===== src/rtl/ctrl_pkg.sv =====
// Shared types and encodings for the RISC sequencing controller.
// CTRL_ILLEGAL_TRAP_EN adds the TRAP state for illegal instructions.
package ctrl_pkg;

  localparam int unsigned OPC_W  = 3;
  localparam int unsigned OP_W   = 2;
  localparam int unsigned NSEL_W = 2;
  localparam int unsigned VSEL_W = 2;

  typedef enum logic [2:0] {
    ST_WAIT      = 3'd0,
    ST_DECODE    = 3'd1,
    ST_WRITE_IMM = 3'd2,
    ST_GET_A     = 3'd3,
    ST_GET_B     = 3'd4,
    ST_COMPUTE   = 3'd5,
    ST_WRITE_REG = 3'd6
`ifdef CTRL_ILLEGAL_TRAP_EN
    , ST_TRAP    = 3'd7
`endif
  } state_e;

  localparam logic [OPC_W-1:0] OPC_MOV = 3'b110;
  localparam logic [OPC_W-1:0] OPC_ALU = 3'b101;

  localparam logic [OP_W-1:0] OP_ADD     = 2'b00;
  localparam logic [OP_W-1:0] OP_CMP     = 2'b01;
  localparam logic [OP_W-1:0] OP_AND     = 2'b10;
  localparam logic [OP_W-1:0] OP_MVN     = 2'b11;
  localparam logic [OP_W-1:0] OP_MOV_IMM = 2'b10;
  localparam logic [OP_W-1:0] OP_MOV_REG = 2'b00;

  localparam logic [NSEL_W-1:0] NSEL_RN = 2'b00;
  localparam logic [NSEL_W-1:0] NSEL_RD = 2'b01;
  localparam logic [NSEL_W-1:0] NSEL_RM = 2'b10;

  localparam logic [VSEL_W-1:0] VSEL_C    = 2'b00;
  localparam logic [VSEL_W-1:0] VSEL_IMM8 = 2'b01;

  typedef struct packed {
    logic              w;
    logic [NSEL_W-1:0] nsel;
    logic              loada;
    logic              loadb;
    logic              loadc;
    logic              loads;
    logic              asel;
    logic              bsel;
    logic [VSEL_W-1:0] vsel;
    logic              write;
    logic              err;
  } strobes_t;

  // First state after DECODE; ST_WAIT (or ST_TRAP) marks an illegal instruction.
  function automatic state_e first_step(input logic [OPC_W-1:0] opc,
                                        input logic [OP_W-1:0]  op);
    state_e nxt;
`ifdef CTRL_ILLEGAL_TRAP_EN
    nxt = ST_TRAP;
`else
    nxt = ST_WAIT;
`endif
    if (opc == OPC_MOV) begin
      if (op == OP_MOV_IMM)      nxt = ST_WRITE_IMM;
      else if (op == OP_MOV_REG) nxt = ST_GET_B;
    end else if (opc == OPC_ALU) begin
      if (op == OP_MVN) nxt = ST_GET_B;
      else              nxt = ST_GET_A;
    end
    return nxt;
  endfunction

endpackage


===== src/rtl/ctrl_outputs.sv =====
// Combinational map from controller state and captured opcode/op to datapath strobes.
// CTRL_ILLEGAL_TRAP_EN enables the TRAP decode (err=1).
module ctrl_outputs
  import ctrl_pkg::*;
(
  input  state_e             state_i,
  input  logic [OPC_W-1:0]   opcode_i,
  input  logic [OP_W-1:0]    op_i,
  output strobes_t           strobes_o
);

  logic is_cmp;
  logic a_zero;

  assign is_cmp = (opcode_i == OPC_ALU) && (op_i == OP_CMP);
  // MOV-reg and MVN pass Rm through the ALU with A forced to zero.
  assign a_zero = ((opcode_i == OPC_MOV) && (op_i == OP_MOV_REG)) ||
                  ((opcode_i == OPC_ALU) && (op_i == OP_MVN));

  always_comb begin
    strobes_o      = '0;
    strobes_o.nsel = NSEL_RN;
    strobes_o.vsel = VSEL_C;
    case (state_i)
      ST_WAIT:      strobes_o.w = 1'b1;
      ST_DECODE:    ;
      ST_WRITE_IMM: begin
        strobes_o.nsel  = NSEL_RN;
        strobes_o.vsel  = VSEL_IMM8;
        strobes_o.write = 1'b1;
      end
      ST_GET_A: begin
        strobes_o.nsel  = NSEL_RN;
        strobes_o.loada = 1'b1;
      end
      ST_GET_B: begin
        strobes_o.nsel  = NSEL_RM;
        strobes_o.loadb = 1'b1;
      end
      ST_COMPUTE: begin
        strobes_o.loadc = !is_cmp;
        strobes_o.loads = is_cmp;
        strobes_o.asel  = a_zero;
      end
      ST_WRITE_REG: begin
        strobes_o.nsel  = NSEL_RD;
        strobes_o.vsel  = VSEL_C;
        strobes_o.write = 1'b1;
      end
`ifdef CTRL_ILLEGAL_TRAP_EN
      ST_TRAP:      strobes_o.err = 1'b1;
`endif
      default:      ;
    endcase
  end

endmodule


===== src/rtl/control_fsm.sv =====
// Sequencing controller: state and opcode capture registers, strobes registered from next state.
// CTRL_ILLEGAL_TRAP_EN selects trap-until-reset handling of illegal instructions.
module control_fsm
  import ctrl_pkg::*;
(
  input  logic              clk,
  input  logic              reset_n,
  input  logic              s,
  input  logic [OPC_W-1:0]  opcode,
  input  logic [OP_W-1:0]   op,
  output logic              w,
  output logic [NSEL_W-1:0] nsel,
  output logic              loada,
  output logic              loadb,
  output logic              loadc,
  output logic              loads,
  output logic              asel,
  output logic              bsel,
  output logic [VSEL_W-1:0] vsel,
  output logic              write,
  output logic              err
);

  state_e           state_q, state_d;
  logic [OPC_W-1:0] opc_q, opc_d;
  logic [OP_W-1:0]  op_q, op_d;
  strobes_t         out_q, out_d;

  always_comb begin
    state_d = state_q;
    opc_d   = opc_q;
    op_d    = op_q;
    case (state_q)
      ST_WAIT: begin
        if (s) begin
          state_d = ST_DECODE;
          opc_d   = opcode;
          op_d    = op;
        end
      end
      ST_DECODE:    state_d = first_step(opc_q, op_q);
      ST_WRITE_IMM: state_d = ST_WAIT;
      ST_GET_A:     state_d = ST_GET_B;
      ST_GET_B:     state_d = ST_COMPUTE;
      ST_COMPUTE:   state_d = ((opc_q == OPC_ALU) && (op_q == OP_CMP)) ? ST_WAIT : ST_WRITE_REG;
      ST_WRITE_REG: state_d = ST_WAIT;
`ifdef CTRL_ILLEGAL_TRAP_EN
      ST_TRAP:      state_d = ST_TRAP;
`endif
      default:      state_d = ST_WAIT;
    endcase
  end

  // Decoding the next state lets the strobes come straight from flops yet stay Moore-timed.
  ctrl_outputs u_outputs (
    .state_i   (state_d),
    .opcode_i  (opc_d),
    .op_i      (op_d),
    .strobes_o (out_d)
  );

  always_ff @(posedge clk or negedge reset_n) begin
    if (!reset_n) begin
      state_q    <= ST_WAIT;
      opc_q      <= '0;
      op_q       <= '0;
      out_q      <= '0;
      out_q.w    <= 1'b1;
    end else begin
      state_q <= state_d;
      opc_q   <= opc_d;
      op_q    <= op_d;
      out_q   <= out_d;
    end
  end

  assign w     = out_q.w;
  assign nsel  = out_q.nsel;
  assign loada = out_q.loada;
  assign loadb = out_q.loadb;
  assign loadc = out_q.loadc;
  assign loads = out_q.loads;
  assign asel  = out_q.asel;
  assign bsel  = out_q.bsel;
  assign vsel  = out_q.vsel;
  assign write = out_q.write;
  assign err   = out_q.err;

endmodule

===== config.mk =====
export PLATFORM = sky130hd
export DESIGN_NAME = control_fsm
export DESIGN_NICKNAME = d
export VERILOG_FILES = /design/src/rtl/ctrl_pkg.sv /design/src/rtl/ctrl_outputs.sv /design/src/rtl/control_fsm.sv
export SDC_FILE = /design/constraint.sdc
export NUM_CORES = 1
export LEC_CHECK = 0
export CORE_MARGIN = 3
export CORE_UTILIZATION = 63
export DETAILED_ROUTE_END_ITERATION = 6
export DONT_BUFFER_PORTS = 1
export GPL_TIMING_DRIVEN = 0
export PLACE_DENSITY = 0.76
export REMOVE_ABC_BUFFERS = 1
export SLEW_MARGIN = 20
export SYNTH_ARGS = -nofsm -noshare
export SYNTH_HDL_FRONTEND = slang
export SYNTH_SLANG_ARGS = --single-unit

===== constraint.sdc =====
create_clock -name clk -period 2.7 [get_ports clk]
set_clock_uncertainty 0.1 [all_clocks]
set_input_delay 0.405 -clock clk [delete_from_list [all_inputs] [get_ports clk]]
set_output_delay 0.405 -clock clk [all_outputs]
set_load 0.01 [all_outputs]

==> reports/qor.yml <==
outcome: "complete, no violations"
yosys_warnings: 0
maxCapViolCount: 0
syn_avg_cell_area_sq_um: 12.01
gp_congestion: 0.7547
dp_slack_ps: 838.0
synthTopCellsByArea: "dfrtp_1 51%, mux2_2 5.4%, dfstp_2 3.1%"
nNetsFinal: 81
clkLatencyLatePin_ps: 300
worst-path-buf-inv: 0
period_needed_ps: 1888
reg2reg_from: "state_q[0]"
ys_ff_latch: 18
synth_area_sq_um: 840.8
crit_family: "simple AND/OR/NAND/NOR gates"
final_util_pct: 74.04
finalHoldViolations: 0
power_density_nw_per_um2: 1148
root_buffer: "clkbuf_4"
tightestPinTransition_ps: 784.1
path_cells: "nor4b_4 > mux2_4 > mux2i_1 > and4_1"
fmax_mhz: 529.6
required_ps: 2800
synth_edf_count: 0
start_util_pct: 71.79
first_iter_violations: 15
die_h_microns: 42.53
fin_crit_sh_pct: 69.94
synth_seq_area_share_pct: 53.72
setup_viol_count_final: 0
placedCellCount: 81
critical_path.startpoint_type: "flop"
antenna_left: 0
critical_path_class: "reg2reg"
async_reset_ff_share_pct: 100.0
core_sq_um: 1171
cts.clk_slew.worst_paths_ps: 100
antenna_cells: 0
place.detailed.hpwl_mm: 1.031
routed-via-count: 530
netlist.area_leader.share_pct: 50.60
cts_tree: "built"
min_from: "opcode[0]"
clk_path_buf_depth: 2
cts-buffers-inserted: 3
critical-path-slowest-cell: "dfrtp_1"
crit_arrival_ps: 1990
final.setup.tns_ps: 0
crit_start: "state_q[0]"
via_per_inst: 6.163
rsz0062_at_grt: "false"
grt-ovfl-total: 0
ir_drop_mv: 0.6764
timing.final.ws_setup_ps: 811.7
yosysTopAreaCell: "dfrtp_1"
grt_pass1_wl_mm: 2.415
cts-resized-gates: 0
synth_cells: 70
cp-end-kind: "flop"
grt_use_total_pct: 18.25
dr.pass1.iters: 4
cts_htree_levels: 1
wl_per_cell_microns: 17.21
antenna_found_initial: 0
slew_viol_final: 0
row_count: 12
crit_path_max_incr_delay_ps: 520
postRouteWirelength_mm: 1.480
ys_types: 28
grt_start_max_net_pins: 19
drc: 0
relSlewSlack_pct: 47.56
p_total_uw: 995.7
first_global_vias: 489
area.growth.synth_to_final_pct: 3.125
cts.sinks: 18
drive_gt1_share_pct: 22.22
p_leak_uw: 0.0003791
cts_setup_buffers: 0
fp.dieW_microns: 42.53
portBuffers: 0
synth_ff_type: "dfrtp_1"
hold_path_class: "in2reg"
instances_no_fill: 86
io_pins: 21
cp_max_fo: 9
die-area_sq_um: 1809
fill_cells: 71
==> flip-flops by register name (all words and copies together), names as in the netlist <==
signal and count:
vsel 1, opc_q 3, loads 1, write 1, w 1, asel 1
loadc 1, state_q 3, op_q 2, loadb 1, nsel 2, loada 1
==> cells in the mapped netlist, types with 3 or more instances <==
library cell,number
nand2_1,6
nor2_1,5
dfrtp_1,17
a21oi_1,3
buf_4,3
mux2_2,4
nand3b_1,3
==> cells in the final DEF (no fill, tap or decap) <==
| cell | count |
|---|---|
| a211oi_4 | 1 |
| a21oi_1 | 3 |
| a221oi_1 | 1 |
| and2b_1 | 1 |
| and4_1 | 2 |
| and4b_1 | 1 |
| clkbuf_4 | 3 |
| clkbuf_8 | 1 |
| conb_1 | 3 |
| dfrtp_1 | 17 |
| dfstp_2 | 1 |
| dlygate4sd3_1 | 1 |
| inv_1 | 1 |
| mux2_2 | 4 |
| mux2_4 | 1 |
| mux2i_1 | 1 |
| nand2_1 | 6 |
| nand2b_1 | 2 |
| nand3b_1 | 3 |
| nor2_1 | 5 |
| nor2b_1 | 2 |
| nor3_1 | 2 |
| nor3b_1 | 1 |
| nor4b_1 | 1 |
| nor4b_4 | 1 |
| o21ai_0 | 2 |
| o311ai_0 | 1 |
| or2_2 | 2 |
| or3b_2 | 2 |
==> through the flow <==
step                      area (sq um)  hold slack (ps)
after floorplan                  803.3            9.409
after global placement           820.8            9.774
after detailed placement         820.8            9.880
after CTS                        867.1            151.0
after global routing             867.1            140.5
final                            867.1            148.9
==> power breakdown <==
| group | leakage (uW) | total [uW] | internal [uW] | switching, uW |
|---|---|---|---|---|
| Clock | 0.0000210 | 167 | 82.4 | 84.5 |
| Combinational | 0.000125 | 313 | 167 | 146 |
| Sequential | 0.000233 | 516 | 369 | 147 |
==> kinds of logic (layout without fill, tap and decap cells) <==
family / count (synthesis) / in the layout / share of synthesized area, %
simple gates: 31 / 31 / 24.26
buf+inv: 6 / 6 / 5.803
other cells: 1 / 3 / 0.4460
flops: 18 / 18 / 53.72
mux: 6 / 6 / 8.332
compound gates: 8 / 8 / 7.440
==> final timing paths <==
kind / endpoint / slack, ps / depth (start not counted)
max: asel / 810 / 4
max reg2reg: asel / 810 / 4
max in group asynchronous: state_q[0] / 1500 / 1
min reg2reg: opc_q[2] / 510 / 1
min in group asynchronous: asel / 520 / 1
min: opc_q[0] / 150 / 1
==> worst reg2reg max path, delay by kind of cell, from the launching register on <==
kind	cells	cell delay, ps
muxes	2	480
DFF	1	520
and+or+nand+nor	2	680
==> metal layers <==
layer / wire (microns) / part of all wire (%) / track usage (%) / vias to the layer above
met2: 721 / 49 / 28.27 / 31
met3: 100 / 6.8 / 3.863 / 3
met1: 633 / 43 / 24.66 / 253
met4: 24 / 1.6 / 7.453 / 0
li1: - / - / - / 243
met5: 0 / 0 / 0 / -
==> cell type report <==
cell class,count,area [sq um],area share [%]
timing repair buffer,1,10.01,1.154
tap,14,17.52,2.020
sequential,18,451.7,52.09
clock buffer,4,36.28,4.185
inverter,1,3.754,0.4329
multi-input combinational,48,347.8,40.12
==> what timing repair did <==
action,CTS,global route
hold buffers,1,0
endpoints found under the setup margin,0,0
endpoints found under the hold margin,18,0
(Power assumes the default switching activity.)
